[src/rtl/cle_pkg.sv]
// cle_pkg: shared state encoding, width helpers and pixel bit order for cle_param
package cle_pkg;
  typedef enum logic [2:0] {IDLE, P1_FETCH, P1_PIX, P1_MERGE, FLATTEN, P2_RD, P2_WR, DONE} state_t;
  localparam int PIX_MSB = 7;
  function automatic int sa_w(input int w, input int h);
    return $clog2(w * h);
  endfunction
  function automatic int ra_w(input int w, input int h);
    return $clog2(w * h / 8);
  endfunction
endpackage

[src/rtl/cle_eq_table.sv]
// cle_eq_table: label equivalence table with one combinational read port and one write port
module cle_eq_table
  import cle_pkg::*;
#(
  parameter int LBL_W = 8,
  parameter int MAX_LBL = 63
) (
  input  logic             clk,
  input  logic             reset,
  input  logic             init,
  input  logic [LBL_W-1:0] rd_a,
  output logic [LBL_W-1:0] rd_q,
  output logic [LBL_W-1:0] rd_qq,
  input  logic             wr_en,
  input  logic [LBL_W-1:0] wr_a,
  input  logic [LBL_W-1:0] wr_d
);
  localparam int IW = $clog2(MAX_LBL + 1);
  localparam logic [LBL_W-1:0] MAXL = LBL_W'(MAX_LBL);
  logic [LBL_W-1:0] par [2**IW];
  // rd_qq follows one more link; parent[i] <= i keeps it in range
  always_comb begin
    rd_q = (rd_a <= MAXL) ? par[rd_a[IW-1:0]] : '0;
    rd_qq = par[rd_q[IW-1:0]];
  end
  always_ff @(posedge clk) begin
    if (reset || init) begin
      for (int i = 0; i < 2**IW; i++) par[i] <= LBL_W'(i);
    end else if (wr_en && wr_a != '0 && wr_a <= MAXL) begin
      par[wr_a[IW-1:0]] <= wr_d;
    end
  end
endmodule

[src/rtl/cle_param.sv]
// cle_param: two-pass connected-component labeller, packed ROM image in, label map to SRAM
module cle_param
  import cle_pkg::*;
#(
  parameter int IMG_W = 32,
  parameter int IMG_H = 32,
  parameter int LBL_W = 8,
  parameter int MAX_LBL = 63,
  localparam int RA_W = ra_w(IMG_W, IMG_H),
  localparam int SA_W = sa_w(IMG_W, IMG_H)
) (
  input  logic             clk,
  input  logic             reset,
  input  logic             conn8,
  input  logic [7:0]       rom_q,
  output logic [RA_W-1:0]  rom_a,
  input  logic [LBL_W-1:0] sram_q,
  output logic [SA_W-1:0]  sram_a,
  output logic [LBL_W-1:0] sram_d,
  output logic             sram_wen,
  output logic             finish,
  output logic             overflow
);
  localparam int CW = $clog2(IMG_W);
  localparam logic [LBL_W:0] MAXL = (LBL_W+1)'(MAX_LBL);
  state_t state, nxt, adv;
  logic c8, fs, ph, ovf, fg, new_l, root, mw, wr_en;
  logic [SA_W-1:0] pix, pn;
  logic [7:0] sh;
  logic [LBL_W:0] next_lbl, fi;
  logic [LBL_W-1:0] lb [IMG_W];
  logic [LBL_W-1:0] left_r, ul_r, q0, q1, mlbl, ra, rb, cur;
  logic [LBL_W-1:0] lft, up, ul, ur, a, m, w, c1, c2, c3, kq0, kq1;
  logic [LBL_W-1:0] rd_a, rd_q, rd_qq, wr_a, wr_d;
  logic [1:0] qn, kn;
  logic [CW-1:0] col;
  logic row0;
  function automatic logic [LBL_W-1:0] mn(input logic [LBL_W-1:0] x, input logic [LBL_W-1:0] y);
    return x == '0 ? y : y == '0 ? x : x < y ? x : y;
  endfunction
  // left and up-left are vertically adjacent, so they are already one class
  always_comb begin
    col = pix[CW-1:0];
    row0 = pix[SA_W-1:CW] == '0;
    fg = sh[PIX_MSB];
    lft = col != '0 ? left_r : '0;
    up = !row0 ? lb[col] : '0;
    ul = c8 && !row0 && col != '0 ? ul_r : '0;
    ur = c8 && !row0 && col != CW'(IMG_W - 1) ? lb[col + CW'(1)] : '0;
    a = mn(lft, ul);
    m = mn(mn(a, up), ur);
    new_l = fg && m == '0;
    w = !fg ? '0 : m != '0 ? m : next_lbl > MAXL ? MAXL[LBL_W-1:0] : next_lbl[LBL_W-1:0];
    c1 = (a != '0 && a != m) ? a : '0;
    c2 = (up != '0 && up != m && up != c1) ? up : '0;
    c3 = (ur != '0 && ur != m && ur != c1 && ur != c2) ? ur : '0;
    kq0 = c1 != '0 ? c1 : c2 != '0 ? c2 : c3;
    kq1 = c1 != '0 ? (c2 != '0 ? c2 : c3) : (c2 != '0 ? c3 : '0);
    kn = fg ? {1'b0, kq0 != '0} + {1'b0, kq1 != '0} : 2'd0;
    pn = state == P1_PIX ? pix + SA_W'(1) : pix;
    adv = pn == '0 ? FLATTEN : pn[2:0] == 3'd0 ? P1_FETCH : P1_PIX;
    cur = ph ? rb : ra;
    rd_a = state == P1_MERGE ? cur : state == FLATTEN ? fi[LBL_W-1:0] : sram_q;
    root = rd_q == cur;
    mw = state == P1_MERGE && ph && root;
    wr_en = (mw && ra != rb) || (state == FLATTEN && fi < next_lbl);
    wr_a = state == FLATTEN ? fi[LBL_W-1:0] : (ra > rb ? ra : rb);
    wr_d = state == FLATTEN ? rd_qq : (ra > rb ? rb : ra);
  end
  cle_eq_table #(.LBL_W(LBL_W), .MAX_LBL(MAX_LBL)) u_eq (
    .clk(clk), .reset(reset), .init(state == IDLE),
    .rd_a(rd_a), .rd_q(rd_q), .rd_qq(rd_qq),
    .wr_en(wr_en), .wr_a(wr_a), .wr_d(wr_d)
  );
  always_ff @(posedge clk) state <= reset ? IDLE : nxt;
  always_comb begin
    nxt = state;
    case (state)
      IDLE:     nxt = P1_FETCH;
      P1_FETCH: nxt = fs ? P1_PIX : P1_FETCH;
      P1_PIX:   nxt = kn != 2'd0 ? P1_MERGE : adv;
      P1_MERGE: nxt = (mw && qn == 2'd1) ? adv : P1_MERGE;
      FLATTEN:  nxt = fi < next_lbl ? FLATTEN : P2_RD;
      P2_RD:    nxt = P2_WR;
      P2_WR:    nxt = &pix ? DONE : P2_RD;
      default:  nxt = DONE;
    endcase
  end
  always_comb begin
    rom_a = pix[SA_W-1:3];
    sram_a = pix;
    sram_wen = !(state == P1_PIX || (state == P2_WR && sram_q != '0));
    sram_d = state == P1_PIX ? w : state == P2_WR ? rd_q : '0;
    finish = state == DONE;
    overflow = ovf;
  end
  always_ff @(posedge clk) begin
    if (reset) begin
      {c8, fs, ph, ovf, pix, sh, next_lbl, fi, qn} <= '0;
      {left_r, ul_r, q0, q1, mlbl, ra, rb} <= '0;
      for (int i = 0; i < IMG_W; i++) lb[i] <= '0;
    end else begin
      case (state)
        IDLE: begin
          c8 <= conn8;
          next_lbl <= (LBL_W+1)'(1);
          fi <= (LBL_W+1)'(1);
          pix <= '0;
        end
        P1_FETCH: begin
          fs <= !fs;
          if (fs) sh <= rom_q;
        end
        P1_PIX: begin
          pix <= pn;
          sh <= {sh[6:0], 1'b0};
          lb[col] <= w;
          ul_r <= lb[col];
          left_r <= w;
          if (new_l && next_lbl <= MAXL) next_lbl <= next_lbl + (LBL_W+1)'(1);
          if (new_l && next_lbl > MAXL) ovf <= 1'b1;
          {q0, q1, qn, mlbl, ra, rb, ph} <= {kq0, kq1, kn, w, w, kq0, 1'b0};
        end
        P1_MERGE: begin
          if (!root) begin
            if (ph) rb <= rd_q;
            else ra <= rd_q;
          end else if (!ph) begin
            ph <= 1'b1;
          end else begin
            {qn, q0, ra, rb, ph} <= {qn - 2'd1, q1, mlbl, q1, 1'b0};
          end
        end
        FLATTEN: if (fi < next_lbl) fi <= fi + (LBL_W+1)'(1);
        P2_WR: pix <= pix + SA_W'(1);
        default: ;
      endcase
    end
  end
endmodule

[config.mk]
export PLATFORM = sky130hd
export DESIGN_NAME = cle_param
export DESIGN_NICKNAME = d
export VERILOG_FILES = /design/src/rtl/cle_pkg.sv /design/src/rtl/cle_eq_table.sv /design/src/rtl/cle_param.sv
export SDC_FILE = /design/constraint.sdc
export NUM_CORES = 2
export LEC_CHECK = 0
export BUFFER_PORTS_ARGS = -buffer_cell sky130_fd_sc_hd__buf_2
export CAP_MARGIN = 40
export CORE_AREA = 4 4 357 359
export DETAILED_ROUTE_END_ITERATION = 16
export DIE_AREA = 0 0 361 363
export PLACE_DENSITY = 0.52
export SLEW_MARGIN = 0
export SYNTH_ARGS = -nofsm -noshare
export SYNTH_HDL_FRONTEND = slang
export SYNTH_HIERARCHICAL = 1
export SYNTH_SLANG_ARGS = --single-unit
export TNS_END_PERCENT = 100
[constraint.sdc]
create_clock -name clk -period 14.8 [get_ports clk]
set_input_delay 0 -clock clk [delete_from_list [all_inputs] [get_ports clk]]
set_output_delay 0 -clock clk [all_outputs]
set_load 0.005 [all_outputs]
### Word level (Yosys, flattened, before mapping)

Memories as Yosys holds them, arrays and structs flattened. A register that Yosys moved wholly into a read port is not among the register bits.
Index checks and enable logic that the tools add are counted.

* memory bits (writable): 768
* logic and storage cells: 203
* memories: 2
* output and inout bits: 28
* register bits: 85

* reductions and logical operators: 65
* equality and inequality tests: 24
* magnitude comparators: 9
* $add $sub $neg: 6
* muxes and demuxes: 82

Memory list
* u_eq.par: words 64, width 8, rd ports 2, clocked after Yosys merged registers in 0, wr ports 64, line cle_eq_table.sv:20 `logic [LBL_W-1:0] par [2**IW];`
* lb: words 32, width 8, rd ports 2, clocked after Yosys merged registers in 1, wr ports 32, line cle_param.sv:31 `logic [LBL_W-1:0] lb [IMG_W];`

Operator list (count)
* $mux W8: 42
* $reduce_bool A8 Y1: 10
* $logic_not A8 Y1: 7
* $ne A8 B8 Y1: 7
* $pmux W8 S2: 3
* $pmux W9 S2: 2
* $pmux W10 S3: 1
* $lt A8 B8 Y1: 3
* $pmux W3 S7: 1
* $logic_and A1 B1 Y1: 20
* $add A9 B1 Y9 const B: 2
* $mux W9: 2
* $le A8 B6 Y1 const B: 2
* $reduce_or A8 Y1: 2
* $mux W1: 15
* $mux W5: 3
* $eq A3 B3 Y1 const B: 4
* $mux W2: 6
* $reduce_and A2 Y1: 6
* $add A10 B1 Y10 const B: 1
* $logic_not A10 Y1: 1
* $mux W10: 1
* $reduce_and A10 Y1: 1
* $reduce_bool A2 Y1: 5
* other kinds (26): 39

### Logic depth before layout (Yosys ltp)

* word-level depth: 34
* mapped depth: 57
* depth with buffers taken out: 47

### Cells and area by module

The synthesis kept the hierarchy.

By module, submodules not included
* cle_eq_table: instances 1, cells each 2407, area each 29266.8 sq um
* cle_param: instances 1, cells each 2100, area each 21416.8 sq um

### Least setup slack after synthesis

No wires, ideal clock.

* path type: flip-flop to flip-flop
* start: register pix[0] (netlist: sram_a[0])
* end: register state[1]
* path slack: 4062 ps
* data arrival time: 10606 ps
* cell stages (with the launch flop): 52
* data required time: 14667 ps
* path through: dfxtp_1 -> buf_4 -> buf_6 -> buf_6 -> clkbuf_1 -> inv_1 -> ha_1 -> nor4b_4 -> a211oi_2 -> clkbuf_1 -> nand2_1 -> ha_1 -> a211o_1 -> a21oi_1 -> o21ai_0 -> o21ai_2 -> nand2_1 -> buf_2 -> [... 16 more ...] -> and3_1 -> a21oi_2 -> a31oi_4 -> mux2i_1 -> a221oi_2 -> nand4_4 -> mux2i_1 -> o41ai_2 -> buf_4 -> o31ai_1 -> a41oi_1 -> nand4_1 -> or2_1 -> ha_1 -> o21ai_0 -> nand4b_1 -> a222oi_1 -> a21oi_1

* word-level cells in the longest chain between the ends: 32
* elaborated cells on any way between the ends: 65

Ends and longest elaborated chain
* from (decl): line cle_param.sv:28 `logic [SA_W-1:0] pix, pn;`
* from (signal assigned): line cle_param.sv:115 `pix <= pn;`
* from (signal assigned): line cle_param.sv:135 `P2_WR: pix <= pix + SA_W'(1);`
* $reduce_bool A5 Y1: line cle_param.sv:46, cle_param.sv:48
* $logic_and A1 B1 Y1: line cle_param.sv:48 `ul = c8 && !row0 && col != '0 ? ul_r : '0;`
* $mux W8: line cle_param.sv:48
* $lt A8 B8 Y1: line cle_param.sv:39 `return x == '0 ? y : y == '0 ? x : x < y ? x : y;`
* $mux W8 (3 in a row): line cle_param.sv:39
* $lt A8 B8 Y1: line cle_param.sv:39
* $mux W8 (3 in a row): line cle_param.sv:39
* $lt A8 B8 Y1: line cle_param.sv:39
* [... 11 more ...]
* $mux W8: line cle_param.sv:56 `c3 = (ur != '0 && ur != m && ur != c1 && ur != c2) ? ur : '0;`
* $mux W8 (on tied branches) (2 in a row): line cle_param.sv:57, cle_param.sv:58
* $reduce_bool A8 Y1: line cle_param.sv:59 `kn = fg ? {1'b0, kq0 != '0} + {1'b0, kq1 != '0} : 2'd0;`
* $add A1 B1 Y2: line cle_param.sv:59
* $mux W2: line cle_param.sv:59
* $reduce_bool A2 Y1: line cle_param.sv:81 `P1_PIX: nxt = kn != 2'd0 ? P1_MERGE : adv;`
* $mux W3: line cle_param.sv:81
* $pmux W3 S7 (*): line cle_param.sv:78 `case (state)`
* to (signal assigned): line cle_param.sv:75 `always_ff @(posedge clk) state <= reset ? IDLE : nxt;`
* to (decl): line cle_param.sv:26 `state_t state, nxt, adv;`

Mark *: on every way between the ends. The rest lies on a longest branch, timed or not.
A chain may end at the register's enable or synchronous reset.

### Final worst setup path

* start: register pix[2] (netlist: sram_a[2])
* end: register state[1]

The elaborated chain is that of the path after synthesis.

==> impl_metrics.toml <==
[run_status]
status = "completed"

[route]
first_iter_violations = 5551
wire_per_inst_um = 31.4
vias_per_cell = 6.38
wirelength_mm = 194
first_pass_iters = 6
ant_nets = 0
vias = 39300
drc_errors = 0

[global_routing]
overflow = 0
grt_pass1_wl_mm = 278
grt_pass1_vias = 37900
grt_max_degree = 91
track_usage_pct = 28.8
grt_antenna_before_repair = 18

[synth]
synth_top_flop_cell = "edfxtp_1"
synth_edf_count = 768
ys_ff_latch = 858
synthesis.area_um2 = 50700
ys_seq_area_share_pct = 49.1
async_flop_share_pct = 0
synth_warnings = 6
synth.avg_cell_area_um2 = 11.2
synth_cells = 4507
yosys.cell_types.count = 107

[power_and_ir_drop]
ir_drop_mv = 0.108
p_leak_nw = 19.2
pwr-share-seq_pct = 41.5
powerDensity_nw_per_um2 = 127
switchingPower_mw = 2.32
p_int_mw = 4.84
pwr-share-clk_pct = 34.5
p_sw_share_pct = 32.4
finalPower_mw = 7.16
p_comb_share_pct = 24.0

[die]
initial_core_util_pct = 40.9
dieArea_um2 = 131000
fp.dieW_um = 361
pin_count = 47
die_h_um = 363
coreArea_um2 = 124000
fp-row-count = 129

[placement]
port-buffer-count = 46
numPlacedInstances = 5961
dp_hpwl_mm = 126
gp_congestion = 0.945

[timing]
final_max_slew_viol_count = 0
period_minus_slack_ns = 12.60
rsz0062_at_grt = "no"
fin_crit_sh_pct = 85.1
worst_pin_slew_ns = 0.995
setup_viol = 0
slew_headroom_pct = 33.5
fmax_ghz = 0.0794
final-hold-violation-count = 0
finalSetupTns_ns = 0
finalClockSkew_ns = 0.0557

[layout]
drive_gt1_share_pct = 15.9
area_growth_pct = 11.6
final_cells = 6171
multi_input_area_um2 = 24000
seq_area_um2 = 24900
nFillCells = 11400
final_nets = 4511

[clock_network]
root_buffer = "clkbuf_16"
cts_buffers = 98
path_clk_slew_ns = 0.07
cts_hold_repair.buffers = 18
cts_tree = "yes"
htree_levels = 3
post_cts_buffers = 0
post_cts_resized = 0
insertion_delay_ns = 0.74
max-clock-path-buffers = 3
clock_sinks = 858

[setup_path]
crit_path_start_kind = "flop"
cp_slowest_stage_delay_ns = 0.71
cp.required_ns = 15.38
r2r_cells = 43
worst_setup_path_end_kind = "flop"
path_max_fanout = 18
crit_type = "flop to flop"
timing.reg2reg.setup_slack_ns = 2.20
cp-endpoint = "state[1]"
r2r-start = "sram_a[2]"
cpMostUsedCell = "a21oi_1"
r2r-end = "state[1]"
startpoint = "sram_a[2]"
worstPathArrival_ns = 13.17
crit_slowest_cell = "a2111oi_0"

[hold_path]
min_from = "conn8"
hp-class = "primary input to flop"

[run]
max-cap-violations = 0
final cells by class:
class | count | share of cell area, %
timing repair buffer | 267 | 3.87
antenna | 5 | 0.0221
inverter | 56 | 0.383
clock inverter | 62 | 1.07
clock buffer | 122 | 4.59
tap | 1637 | 3.62
multi-input combinational | 3164 | 42.5
sequential | 858 | 44.0
placed cells by master (no fill, tap or decap), types with 21 or more instances in the layout:
master and n:
a211oi_1 35, a22oi_1 97, mux4_2 204, a21oi_1 137, clkbuf_1 21, nand4_1 33
buf_4 182, or3_1 243, dfxtp_1 88, inv_1 45, buf_2 48, clkbuf_16 100
nor3_1 83, and3_1 181, o21ai_1 44, nand3_1 52, nand2b_1 56, ha_1 46
clkinv_1 31, and2_1 171, nand2_1 256, edfxtp_1 768, mux2_2 23, o21ai_0 117
mux2i_1 410, xnor2_1 35, o211ai_1 50, nor2_1 503
metrics by stage:
stage / setup slack (ns) / area, um2 / util [%] / hold WS, ns
final: 2.20 / 56600 / 45.7 / 0.183
after global routing: 1.16 / 56500 / 45.7 / 0.209
after CTS: 2.46 / 56500 / 45.7 / 0.114
after detailed placement: 2.52 / 53100 / 42.9 / 0.299
after global placement: 2.39 / 52600 / 42.5 / 0.296
after floorplan: 4.06 / 50700 / - / 0.147
cells in the mapped netlist, types with 90 or more instances:
cell	number	area share [%]
a22oi_1	98	1.5
o21ai_0	155	1.5
and2_1	173	2.1
and3_1	181	2.2
nor2_1	506	3.7
nand2_1	261	1.9
a21oi_1	145	1.4
mux2i_1	411	8.1
clkbuf_1	294	2.2
or3_1	243	3.0
mux4_2	204	9.1
edfxtp_1	768	46
dfxtp_1	90	3.6
worst max-delay path, delay by kind of cell (launching register included):
kind	cells	cell delay, ns
compound gates	23	6.51
simple gates	13	3.36
fa+ha+maj	4	1.30
flops	1	0.54
buf+inv	2	0.50
mux	1	0.23
power by group through the flow:
stage,sequential (mW),combinational (mW),clock [mW]
after floorplan,2.97,0.986,0
after global placement,3.02,1.61,0
after detailed placement,3.02,1.67,0
after CTS,2.97,1.69,2.50
after global routing,2.99,1.78,2.61
final,2.97,1.72,2.47
logic make-up after synthesis:
logic type	share of synthesized area, %
compound gates	9.52
flops	49.1
fa+ha+maj	1.16
mux	17.8
simple gates	17.2
xor+xnor	0.963
buf+inv	4.30
other cells	0.00740
worst min path at each step:
stage	slack (ns)	cells past startpoint	endpoint
finish	0.18	4	c8
floorplan	0.15	2	c8
global route	0.21	4	c8
CTS	0.11	4	c8
detailed placement	0.30	3	sh[0]
global placement	0.30	3	sh[0]
per-layer routing:
metal	global-route usage, %	wire (um)	vias to the layer above
met1	41.6	83000	20000
li1	-	-	16900
met3	5.89	19100	317
met5	0	27	-
met4	8.43	5390	4
met2	44.0	85900	2110
sequential cells by signal (all words and copies together) (netlist names), named ones only:
signal    cells
u_eq/par    512
lb          256
sram_a       10
fi            9
next_lbl      9
left_r        8
q1            8
ra            8
rb            8
sh            8
ul_r          8
state         3
qn            2
c8            1
fs            1
overflow      1
ph            1
Power figures use the tool's default switching activity.
